File: src/rtl/isp_pkg.sv
// Shared ISP definitions: the RGB pixel type and the GBRG Bayer channel map used by
// the mosaic, the demosaic and their benches.
package isp_pkg;

    typedef struct packed {
        logic [7:0] r;
        logic [7:0] g;
        logic [7:0] b;
    } rgb_t;

    typedef enum logic [1:0] {
        BAYER_R,
        BAYER_G,
        BAYER_B
    } bayer_chan_e;

    // GBRG: even rows G B G B, odd rows R G R G
    function automatic bayer_chan_e bayer_chan(input logic row_lsb, input logic col_lsb);
        bayer_chan_e ch;
        if (row_lsb == col_lsb) begin
            ch = BAYER_G;
        end else if (row_lsb) begin
            ch = BAYER_R;
        end else begin
            ch = BAYER_B;
        end
        return ch;
    endfunction

    function automatic logic [7:0] bayer_pick(input rgb_t px, input bayer_chan_e ch);
        logic [7:0] sample;
        case (ch)
            BAYER_R: sample = px.r;
            BAYER_B: sample = px.b;
            default: sample = px.g;
        endcase
        return sample;
    endfunction

endpackage

File: src/rtl/bayer_mosaic_if.sv
// Pixel-stream bundle for the Bayer mosaic: RGB pixels in, RAW samples with raster
// position and frame markers out.
interface bayer_mosaic_if #(
    parameter int width  = 320,
    parameter int height = 240
) ();
    localparam int ColW = $clog2(width);
    localparam int RowW = $clog2(height);

    logic            iValid;
    logic [7:0]      iR;
    logic [7:0]      iG;
    logic [7:0]      iB;
    logic            oValid;
    logic [7:0]      oData;
    logic [RowW-1:0] oRow;
    logic [ColW-1:0] oCol;
    logic            oSof;
    logic            oEol;
    logic            oDone;

    modport slave (
        input  iValid, iR, iG, iB,
        output oValid, oData, oRow, oCol, oSof, oEol, oDone
    );

    modport master (
        output iValid, iR, iG, iB,
        input  oValid, oData, oRow, oCol, oSof, oEol, oDone
    );
endinterface

File: src/rtl/raster_counter.sv
// Raster position tracker: col/row of the pixel accepted this cycle, plus start-of-frame,
// end-of-line and end-of-frame markers for that position. Advances only on advance_i.
module raster_counter #(
    parameter  int width  = 320,
    parameter  int height = 240,
    localparam int ColW   = $clog2(width),
    localparam int RowW   = $clog2(height)
) (
    input  logic            clk,
    input  logic            reset,
    input  logic            advance_i,
    output logic [ColW-1:0] col_o,
    output logic [RowW-1:0] row_o,
    output logic            sof_o,
    output logic            eol_o,
    output logic            eof_o
);
    localparam logic [ColW-1:0] ColLast = ColW'(width - 1);
    localparam logic [RowW-1:0] RowLast = RowW'(height - 1);

    logic [ColW-1:0] col_d, col_q;
    logic [RowW-1:0] row_d, row_q;

    assign col_o = col_q;
    assign row_o = row_q;
    assign sof_o = (col_q == '0) && (row_q == '0);
    assign eol_o = (col_q == ColLast);
    assign eof_o = eol_o && (row_q == RowLast);

    always_comb begin
        // NOTE: every next-state signal gets its hold value first so no path leaves it unassigned (no latch).
        col_d = col_q;
        row_d = row_q;
        if (advance_i) begin
            if (eol_o) begin
                col_d = '0;
                row_d = (row_q == RowLast) ? '0 : row_q + 1'b1;
            end else begin
                col_d = col_q + 1'b1;
            end
        end
    end

    // NOTE: state registers use non-blocking assignments so all flops update from pre-edge values.
    always_ff @(posedge clk) begin
        if (reset) begin
            col_q <= '0;
            row_q <= '0;
        end else begin
            col_q <= col_d;
            row_q <= row_d;
        end
    end

endmodule

File: src/rtl/bayer_mosaic.sv
// RGB to GBRG Bayer RAW converter: two register stages (capture, then channel select),
// fixed 2-cycle latency, raster position and frame markers travel with each sample.
module bayer_mosaic
    import isp_pkg::*;
#(
    parameter int width  = 320,
    parameter int height = 240
) (
    input logic           clk,
    input logic           reset,
    bayer_mosaic_if.slave bus
);
    localparam int ColW = $clog2(width);
    localparam int RowW = $clog2(height);

    typedef struct packed {
        logic            valid;
        rgb_t            px;
        logic [ColW-1:0] col;
        logic [RowW-1:0] row;
        logic            sof;
        logic            eol;
        logic            eof;
    } stage1_t;

    typedef struct packed {
        logic            valid;
        logic [7:0]      data;
        logic [ColW-1:0] col;
        logic [RowW-1:0] row;
        logic            sof;
        logic            eol;
        logic            done;
    } stage2_t;

    logic [ColW-1:0] cnt_col;
    logic [RowW-1:0] cnt_row;
    logic            cnt_sof;
    logic            cnt_eol;
    logic            cnt_eof;

    stage1_t s1_d, s1_q;
    stage2_t s2_d, s2_q;

    raster_counter #(
        .width (width),
        .height(height)
    ) u_raster (
        .clk      (clk),
        .reset    (reset),
        .advance_i(bus.iValid),
        .col_o    (cnt_col),
        .row_o    (cnt_row),
        .sof_o    (cnt_sof),
        .eol_o    (cnt_eol),
        .eof_o    (cnt_eof)
    );

    always_comb begin
        s1_d.valid = bus.iValid;
        s1_d.px.r  = bus.iR;
        s1_d.px.g  = bus.iG;
        s1_d.px.b  = bus.iB;
        s1_d.col   = cnt_col;
        s1_d.row   = cnt_row;
        s1_d.sof   = cnt_sof;
        s1_d.eol   = cnt_eol;
        s1_d.eof   = cnt_eof;
    end

    // Markers are gated by valid; data and position hold through gaps.
    always_comb begin
        s2_d       = s2_q;
        s2_d.valid = s1_q.valid;
        s2_d.sof   = s1_q.valid & s1_q.sof;
        s2_d.eol   = s1_q.valid & s1_q.eol;
        s2_d.done  = s1_q.valid & s1_q.eof;
        if (s1_q.valid) begin
            s2_d.data = bayer_pick(s1_q.px, bayer_chan(s1_q.row[0], s1_q.col[0]));
            s2_d.col  = s1_q.col;
            s2_d.row  = s1_q.row;
        end
    end

    always_ff @(posedge clk) begin
        if (reset) begin
            s1_q <= '0;
            s2_q <= '0;
        end else begin
            s1_q <= s1_d;
            s2_q <= s2_d;
        end
    end

    assign bus.oValid = s2_q.valid;
    assign bus.oData  = s2_q.data;
    assign bus.oRow   = s2_q.row;
    assign bus.oCol   = s2_q.col;
    assign bus.oSof   = s2_q.sof;
    assign bus.oEol   = s2_q.eol;
    assign bus.oDone  = s2_q.done;

endmodule
File: src/flat_wrapper.sv
// flat-port wrapper written by rule: the top's interface ports become plain ports
module bayer_mosaic_flat import isp_pkg::*;
#(
    parameter int width  = 320,
    parameter int height = 240
)
  (clk, reset, bus_iValid, bus_iR, bus_iG, bus_iB, bus_oValid, bus_oData, bus_oRow, bus_oCol, bus_oSof, bus_oEol, bus_oDone);
  bayer_mosaic_if #(.width(width), .height(height)) bus_i ();
  input logic clk;
  input logic reset;
  input wire logic [$bits(bus_i.iValid)-1:0] bus_iValid;
  input wire logic [$bits(bus_i.iR)-1:0] bus_iR;
  input wire logic [$bits(bus_i.iG)-1:0] bus_iG;
  input wire logic [$bits(bus_i.iB)-1:0] bus_iB;
  output wire logic [$bits(bus_i.oValid)-1:0] bus_oValid;
  output wire logic [$bits(bus_i.oData)-1:0] bus_oData;
  output wire logic [$bits(bus_i.oRow)-1:0] bus_oRow;
  output wire logic [$bits(bus_i.oCol)-1:0] bus_oCol;
  output wire logic [$bits(bus_i.oSof)-1:0] bus_oSof;
  output wire logic [$bits(bus_i.oEol)-1:0] bus_oEol;
  output wire logic [$bits(bus_i.oDone)-1:0] bus_oDone;
  assign bus_i.iValid = bus_iValid;
  assign bus_i.iR = bus_iR;
  assign bus_i.iG = bus_iG;
  assign bus_i.iB = bus_iB;
  assign bus_oValid = bus_i.oValid;
  assign bus_oData = bus_i.oData;
  assign bus_oRow = bus_i.oRow;
  assign bus_oCol = bus_i.oCol;
  assign bus_oSof = bus_i.oSof;
  assign bus_oEol = bus_i.oEol;
  assign bus_oDone = bus_i.oDone;
  bayer_mosaic #(.width(width), .height(height)) u_core (.clk(clk), .reset(reset), .bus(bus_i));
endmodule
File: config.mk
export PLATFORM = sky130hd
export DESIGN_NAME = bayer_mosaic_flat
export DESIGN_NICKNAME = d
export VERILOG_FILES = /design/src/rtl/isp_pkg.sv /design/src/rtl/bayer_mosaic_if.sv /design/src/rtl/raster_counter.sv /design/src/rtl/bayer_mosaic.sv /design/src/flat_wrapper.sv
export SDC_FILE = /design/constraint.sdc
export NUM_CORES = 1
export LEC_CHECK = 0
export CORE_MARGIN = 2
export CORE_UTILIZATION = 50
export DETAILED_ROUTE_END_ITERATION = 10
export PLACE_DENSITY = 0.76
export SYNTH_ARGS = -nofsm -noshare
export SYNTH_HDL_FRONTEND = slang
export SYNTH_HIERARCHICAL = 1
export SYNTH_SLANG_ARGS = --single-unit
File: constraint.sdc
create_clock -name clk -period 3.55 [get_ports clk]
set_input_delay 0.8875 -clock clk [delete_from_list [all_inputs] [get_ports clk]]
set_output_delay 0.8875 -clock clk [all_outputs]
set_load 0.01 [all_outputs]
# After elaboration in Yosys (flattened, before gate mapping)
# Index checks and enable logic that the tools add are counted.
[op_classes]
add_sub_neg = 2
eq_ne = 4
reduce_logical = 6
bitwise = 3
mux = 6
[op_table]
columns = ["operator", "n"]
rows = [
  ["$pmux 8 s2", 1],
  ["$add 9x1->9 const B", 1],
  ["$eq 9x9->1 const B", 1],
  ["$logic_not 9->1", 1],
  ["$mux 9", 1],
  ["$add 8x1->8 const B", 1],
  ["$eq 8x8->1 const B", 1],
  ["$logic_not 8->1", 1],
  ["$mux 8", 1],
  ["$mux 2", 3],
  ["$and 1x1->1", 3],
  ["$eq 2x2->1 const B", 1],
  ["$logic_and 1x1->1", 2],
  ["$logic_not 2->1", 1],
  ["$reduce_and 2->1", 1],
  ["$eq 1x1->1", 1],
]
[totals]
input_bits = 27
elab_cells = 39
ff_bits = 91
out_inout_bits = 29

# Logic depth before layout (Yosys ltp)
[depth]
ltp_word = 5
ltp_mapped = 6

# Hierarchy
# The synthesis kept the hierarchy.
[by_module_without_submodules]
columns = ["module", "seq_area_each_um2", "area_each_um2", "cells_per_inst", "n_inst"]
rows = [
  ["bayer_mosaic", 1481.4, 2441.1, 202, 1],
  ["raster_counter", 340.3, 952.2, 107, 1],
]

# Worst setup path before layout
# OpenSTA, ideal clock, no wires.
[synth_timing]
path_type = "input to register"
from = "input bus_iValid"
to = "register u_core.u_raster.row_q[6] (netlist: u_core/u_raster/row_o[6])"
path_stages = 5
setup_slack_ps = 1697
setup_time_ps = 117
t_arrival_ps = 1735
cell_sequence = "and3_4 -> and3_2 -> buf_4 -> o21ai_1 -> a32o_1"
[synth_via]
elab_chain_len = 1
[synth_rtl]
columns = ["item", "line", "text"]
rows = [
  ["start, declared", "flat_wrapper.sv:11", "input wire logic [$bits(bus_i.iValid)-1:0] bus_iValid;"],
  ["$reduce_and 2->1 (no line)", "-", ""],
  ["end signal, assigned", "raster_counter.sv:51", "row_q <= row_d;"],
  ["end, declared", "raster_counter.sv:22", "logic [RowW-1:0] row_d, row_q;"],
]
# No other way between the ends.
# A chain may end at the register's enable or synchronous reset.

# Worst setup path in the final report
[layout_timing]
from = "input bus_iValid"
to = "register u_core.u_raster.row_q[3] (netlist: u_core/u_raster/row_o[3])"
# The elaborated chain is that of the path after synthesis.

==> results.md <==
* Setup violators final at 0
* Synthesized Nets at ~340
* Placer Congestion at 0.7592
* Ant diodes at 0
* CTS root buffer: clkbuf_8
* Synth area leaders: dfxtp_1 54%, nor2b_1 8.5%, mux2i_1 5.6%
* Pwr Density at approximately 470 mW/mm^2
* Share of cells above drive strength 1 at 0.1178
* Reg2reg setup slack at roughly 1.7 ns
* WL final at around 6200 um
* Peak VDD IR at 174.0 uV
* P_leak at 1.576 nW
* Number of port buffers at 55
* CTS sink cnt at slightly above 90
* Ports at 56
* Unrepaired setup endpoints after global routing: false
* CTS Hold Buffers Added at 0
* CP required at approximately 3.8 ns
* Setup Skew at 0.005142 ns
* GRT Residual Overflow at 0
* Post-synth top area share at 0.5369
* TritonCTS clock tree: done
* Clock Latency Late Sink at 0.35 ns
* Initial antenna violation count at 0
* Die outline width at between 80 and 90 um
* WS Path Type: in2reg
* Post-CTS Setup Inserts at 0
* Post-CTS sizing at 0
* Die Height at approximately 86 um
* Main synth FF type: dfxtp_1
* Most frequent cell after synthesis: dfxtp_1
* Gate Count Post-Synth at around 310
* DR iter-0 viols at 72
* DR vias at ~2.3k
* Syn Area/Cell at 10.98 um^2
* Slowest cell delay on critical path at 0.60 ns
* Commonest cells post-synth: 91 x dfxtp_1, 46 x nor2b_1, 28 x nor2_1, 19 x mux2i_1, 10 x nand2_1
* Yosys Warn Count at 6
* Kind of cell adding the most delay to the critical path: simple AND/OR/NAND/NOR gates
* Vias in the first global route at 2139
* Crit path time final at between 2 and 2.5 ns
* Worst reg2reg endpoint: u_core/u_raster/row_o[3]$_SDFFE_PP0P_
* Leading area contributor after synthesis: dfxtp_1
* TNS Setup at 0 ns
* Clk buf depth at 2
* HPWL after DPL at around 4000 um
* DR WL/cell at ~14 um
* Status: finished, final reports clean
* CP max FO at 13
* DRC Markers at 0
* Fin crit share at 0.6613
* CTS buffer count at 9
* Max_cap viols at 0
* Seq/Total Area, Yosys at 0.5369
* Slowest cell on the critical path: clkdlybuf4s50_1
* Antenna Nets Post-Route at 0
* Post-synthesis register bit count at 91
* First drt pass iteration count at 4
* Largest net degree at the start of global routing at 54
* Setup crit end: u_core/u_raster/row_o[3]$_SDFFE_PP0P_
* Die area at between 0.007 and 0.008 mm^2
* WP buf/inv at 1
* Tot GR Track Use at 0.1710
* Max-slew violations at 0
* Site Rows at 30
* Fin. Hold Viols at 0
* Reg-to-reg startpoint: u_core/u_raster/col_o[0]$_SDFFE_PP0P_
* Ys async rst share at 0
* Total number of cells along the worst setup path at 5
* Critical Path End Type: register
* Clock transition at path regs at approximately 0.09 ns
* Initial core utilization at 0.5079
* Slew margin rel. at 0.5334
* First-pass GRT wire length at roughly 10000 um
* CP Cell Sequence: clkdlybuf4s50_1, and3_4, and3_2, o21ai_0, a32o_1
* Core area at roughly 0.0067 mm^2
* Area growth syn-to-layout at 21.39%
* Setup crit start kind: primary input
* Post-Synthesis Cell Area at 0.003393 mm^2
* Measured slew at the worst slew-check pin at 0.6999 ns
* HP Class: reg2reg
* Distinct cells, synth at 41
* Worst path arrival time at 2.60 ns
* Total Power at slightly below 2 mW
* Final #Nets at roughly 400
* F_max at ~0.43 GHz
* CTS HTree Levels at 3
* Critical Path Source: bus_iValid
* R2R depth at 5
* Vias/cell at 5.063
* Post-synth EDFFs at 0
## per-layer routing
layer	track usage	vias to the layer above	wire length, um
met5	0	-	0
met4	0.07670	0	76
met3	0.04762	9	288
met2	0.2622	47	2773
met1	0.2250	1033	3071
li1	-	1164	-
## where the power goes
part,switching [mW],internal (mW)
clock network,0.342,0.392
registers,0.0139,1.05
logic,0.0570,0.0679
total,0.413,1.51
## cell families (layout without fill, tap and decap cells)
kind of cell             Yosys count  in the layout  synth area share
adder cells (fa/ha/maj)            6              6           0.02212
buffers and inverters             24             80           0.04978
AND/OR/NAND/NOR                  131            131            0.2386
multiplexers                      19             19           0.05605
XOR/XNOR                           7              7           0.01807
AO/OA/AOI/OAI                     31             31           0.07854
flip-flops                        91             91            0.5369
## flip-flops by register name, indices dropped and copies added (netlist names)
| name | cells |
|---|---|
| u_core/s1_q | 45 |
| u_core/u_raster/row_o | 8 |
| u_core/u_raster/col_o | 9 |
| u_core/bus.oValid | 1 |
| u_core/bus.oSof | 1 |
| u_core/bus.oCol | 9 |
| u_core/bus.oEol | 1 |
| u_core/bus.oRow | 8 |
| u_core/bus.oDone | 1 |
| u_core/bus.oData | 8 |
## worst register-to-register path, delay by kind of cell, from the launching register on
kind / cells / cell delay (ns)
AND/OR/NAND/NOR: 2 / 0.60
AO/OA/AOI/OAI: 2 / 0.47
adder cells (fa/ha/maj): 1 / 0.22
flip-flops: 1 / 0.44
## metrics by stage
step                      hold slack [ns]    util  instance area (um^2)  instances  worst slack, ns
after floorplan                    0.4057       -                  3393        309            1.697
after global placement             0.4096  0.5854                  3911        429           0.9787
after detailed placement           0.4168  0.5854                  3911        429           0.9122
after CTS                          0.4401  0.6165                  4119        445            1.238
after global routing               0.4597  0.6165                  4119        445            1.132
final                              0.4376  0.6165                  4119        445            1.202
## final cells by class
cell class,count,area (um^2)
Clock buffer,10,127.6
Clock inverter,6,80.08
Fill cell,540,2562
Inverter,7,26.28
Multi-Input combinational cell,194,1403
Sequential cell,91,1822
Tap cell,80,100.1
Timing Repair Buffer,57,560.5
## how the worst min path moves through the flow
stage | from | end | slack (ns) | cells past startpoint
4_1_cts | u_core/s1_q[2]$_SDFF_PP0_ | u_core/bus.oSof$_SDFF_PP0_ | 0.44 | 1
2_1_floorplan | u_core/s1_q[0]$_SDFF_PP0_ | u_core/bus.oDone$_SDFF_PP0_ | 0.41 | 1
5_1_grt | u_core/s1_q[2]$_SDFF_PP0_ | u_core/bus.oSof$_SDFF_PP0_ | 0.46 | 1
3_3_place_gp | u_core/s1_q[1]$_SDFF_PP0_ | u_core/bus.oEol$_SDFF_PP0_ | 0.41 | 1
3_5_place_dp | u_core/s1_q[2]$_SDFF_PP0_ | u_core/bus.oSof$_SDFF_PP0_ | 0.42 | 1
6_report | u_core/s1_q[2]$_SDFF_PP0_ | u_core/bus.oSof$_SDFF_PP0_ | 0.44 | 1
## layout by cell type, fill, tap and decap left out, types with 2 or more instances in the layout
cell type and n:
and2_1 4, mux2i_1 19, o21ai_1 2, nand2_1 10, nor2_1 28, nand3_1 3
nor3_1 5, clkinv_2 4, o22ai_1 7, xnor2_1 3, a32o_1 4, a221oi_2 8
a21oi_1 3, or4_1 2, inv_1 7, ha_1 6, dfxtp_1 91, buf_4 2
o21ai_0 6, nor2b_1 46, clkbuf_8 9, nand4_1 4, and3_4 2, nor3_2 9
clkdlybuf4s50_1 54, bufinv_16 2, nor4_1 5, xor2_1 4, and3_1 2
No activity file was read; power rests on OpenSTA's default activity.
==> patch (same settings) <==
`height` is set to 240 in 4 places; all go to 120.
--- a/src/rtl/bayer_mosaic_if.sv
+++ b/src/rtl/bayer_mosaic_if.sv
@@ -4,3 +4,3 @@
     parameter int width  = 320,
-    parameter int height = 240
+    parameter int height = 120
 ) ();
--- a/src/rtl/raster_counter.sv
+++ b/src/rtl/raster_counter.sv
@@ -4,3 +4,3 @@
     parameter  int width  = 320,
-    parameter  int height = 240,
+    parameter  int height = 120,
     localparam int ColW   = $clog2(width),
--- a/src/rtl/bayer_mosaic.sv
+++ b/src/rtl/bayer_mosaic.sv
@@ -6,3 +6,3 @@
     parameter int width  = 320,
-    parameter int height = 240
+    parameter int height = 120
 ) (
--- a/src/flat_wrapper.sv
+++ b/src/flat_wrapper.sv
@@ -4,3 +4,3 @@
     parameter int width  = 320,
-    parameter int height = 240
+    parameter int height = 120
 )
Ports: changed (resized bus_oRow); port bits go from 56 to 55. The function was not compared with the original's and may differ.
==> patch against the original RTL <==
Register-to-register slack better by 50 ps; core utilization grew 0.66 points; critical endpoint is now u_core/u_raster/row_o[5]; setup slack improved by 67 ps; wire length decreased by 0.31%; critical path type unchanged; sequential cell count fell by 3; cell area fell by 5.0%; synthesized area fell by 5.5%; first-iteration DRC count is 78% higher; via count increased by 0.22%; critical path depth unchanged; power is 10% lower.
==> patch: results (changes against the original RTL) <==
Placement
  – Port Buf Inserts: 54 (was 55)
  – Routability Congestion: 0.882 (was 0.759)

GRT
  – Vias in the first global route: 2237 (was 2139)
  – Largest net degree at the start of global routing: 71 (was 54)
  – M1 GR Usage: 23.0% (was 22.5%)
  – Met3 Track Usage GR: 7.62% (was 4.76%)
  – Gr usage total: 18.9% (was 17.1%)

Worst hold path
  – Hold EP: u_core/bus.oDone (was u_core/bus.oSof)
  – Hold wc startpoint: u_core/s1_q[0] (was u_core/s1_q[2])

Synth
  – Synthesized Nets: 337 (was 342)
  – Largest cells by area after synthesis: dfxtp_1, nor2b_1, mux2i_1 (unchanged)
  – XOR/XNOR Fraction of Synth Area: 1.37% (was 1.81%)
  – Compound-cell area share of the yosys netlist: 8.90% (was 7.85%)
  – Seq/Total Area, Yosys: 55.0% (was 53.7%)
  – Commonest cells post-synth: dfxtp_1, nor2b_1, nor2_1 (unchanged)

Critical path
  – Reg2reg setup slack: 1770 ps (was 1720 ps)
  – Reg2Reg Launch Point: u_core/s1_q[43] (was u_core/u_raster/col_o[0])
  – Crit path capture: u_core/u_raster/row_o[5] (was u_core/u_raster/row_o[3])
  – Biggest fanout along the worst timing path: 10 (was 13)
  – RR Endpoint: u_core/bus.oData[1] (was u_core/u_raster/row_o[3])
  – Critical Path AT: 2520 ps (was 2600 ps)

Power
  – Leakage: 1.50 nW (was 1.58 nW)
  – Sequential power share: 59.7% (was 55.3%)

Timing
  – Skew final: 10.0 ps (was 5.14 ps)

Detailed routing
  – Vias/cell: 5.21 (was 5.06)
  – WL/cell: 14.3 um (was 14.0 um)
  – Iter 0 DRT Violations: 128 (was 72)

Finish
  – Largest register FFs: 44 (was 45)
  – Layout Nets: 387 (was 393)
  – Fraction of layout cells with a size suffix above 1: 7.30% (was 11.8%)

Outcome
  – Outcome: complete, no violations (unchanged)
==> patch: routing by layer <==
layer  share of wire [%]  wire, um
met1                  46      2860
met5                   0         0
met3                 5.9       368
met4                 1.8       114
met2                  46      2850
==> patch: per-stage QoR <==
stage | instances | hold WS, ps | instance area (um2) | power (mW) | worst slack [ps]
3_5_place_dp | 420 | 420 | 3750 | 1.16 | 935
2_1_floorplan | 304 | 406 | 3210 | 1.11 | 1790
6_report | 433 | 442 | 3910 | 1.72 | 1270
3_3_place_gp | 420 | 412 | 3750 | 1.16 | 1040
5_1_grt | 433 | 469 | 3910 | 1.80 | 1160
4_1_cts | 433 | 442 | 3910 | 1.75 | 1310
==> patch: cell type report <==
cell class,count,area [um2]
Clock inverter,1,5.00
Sequential cell,88,1760
Tap cell,77,96.3
Timing Repair Buffer,56,563
Clock buffer,12,155
Multi-Input combinational cell,188,1290
Fill cell,527,2370
Inverter,11,41.3
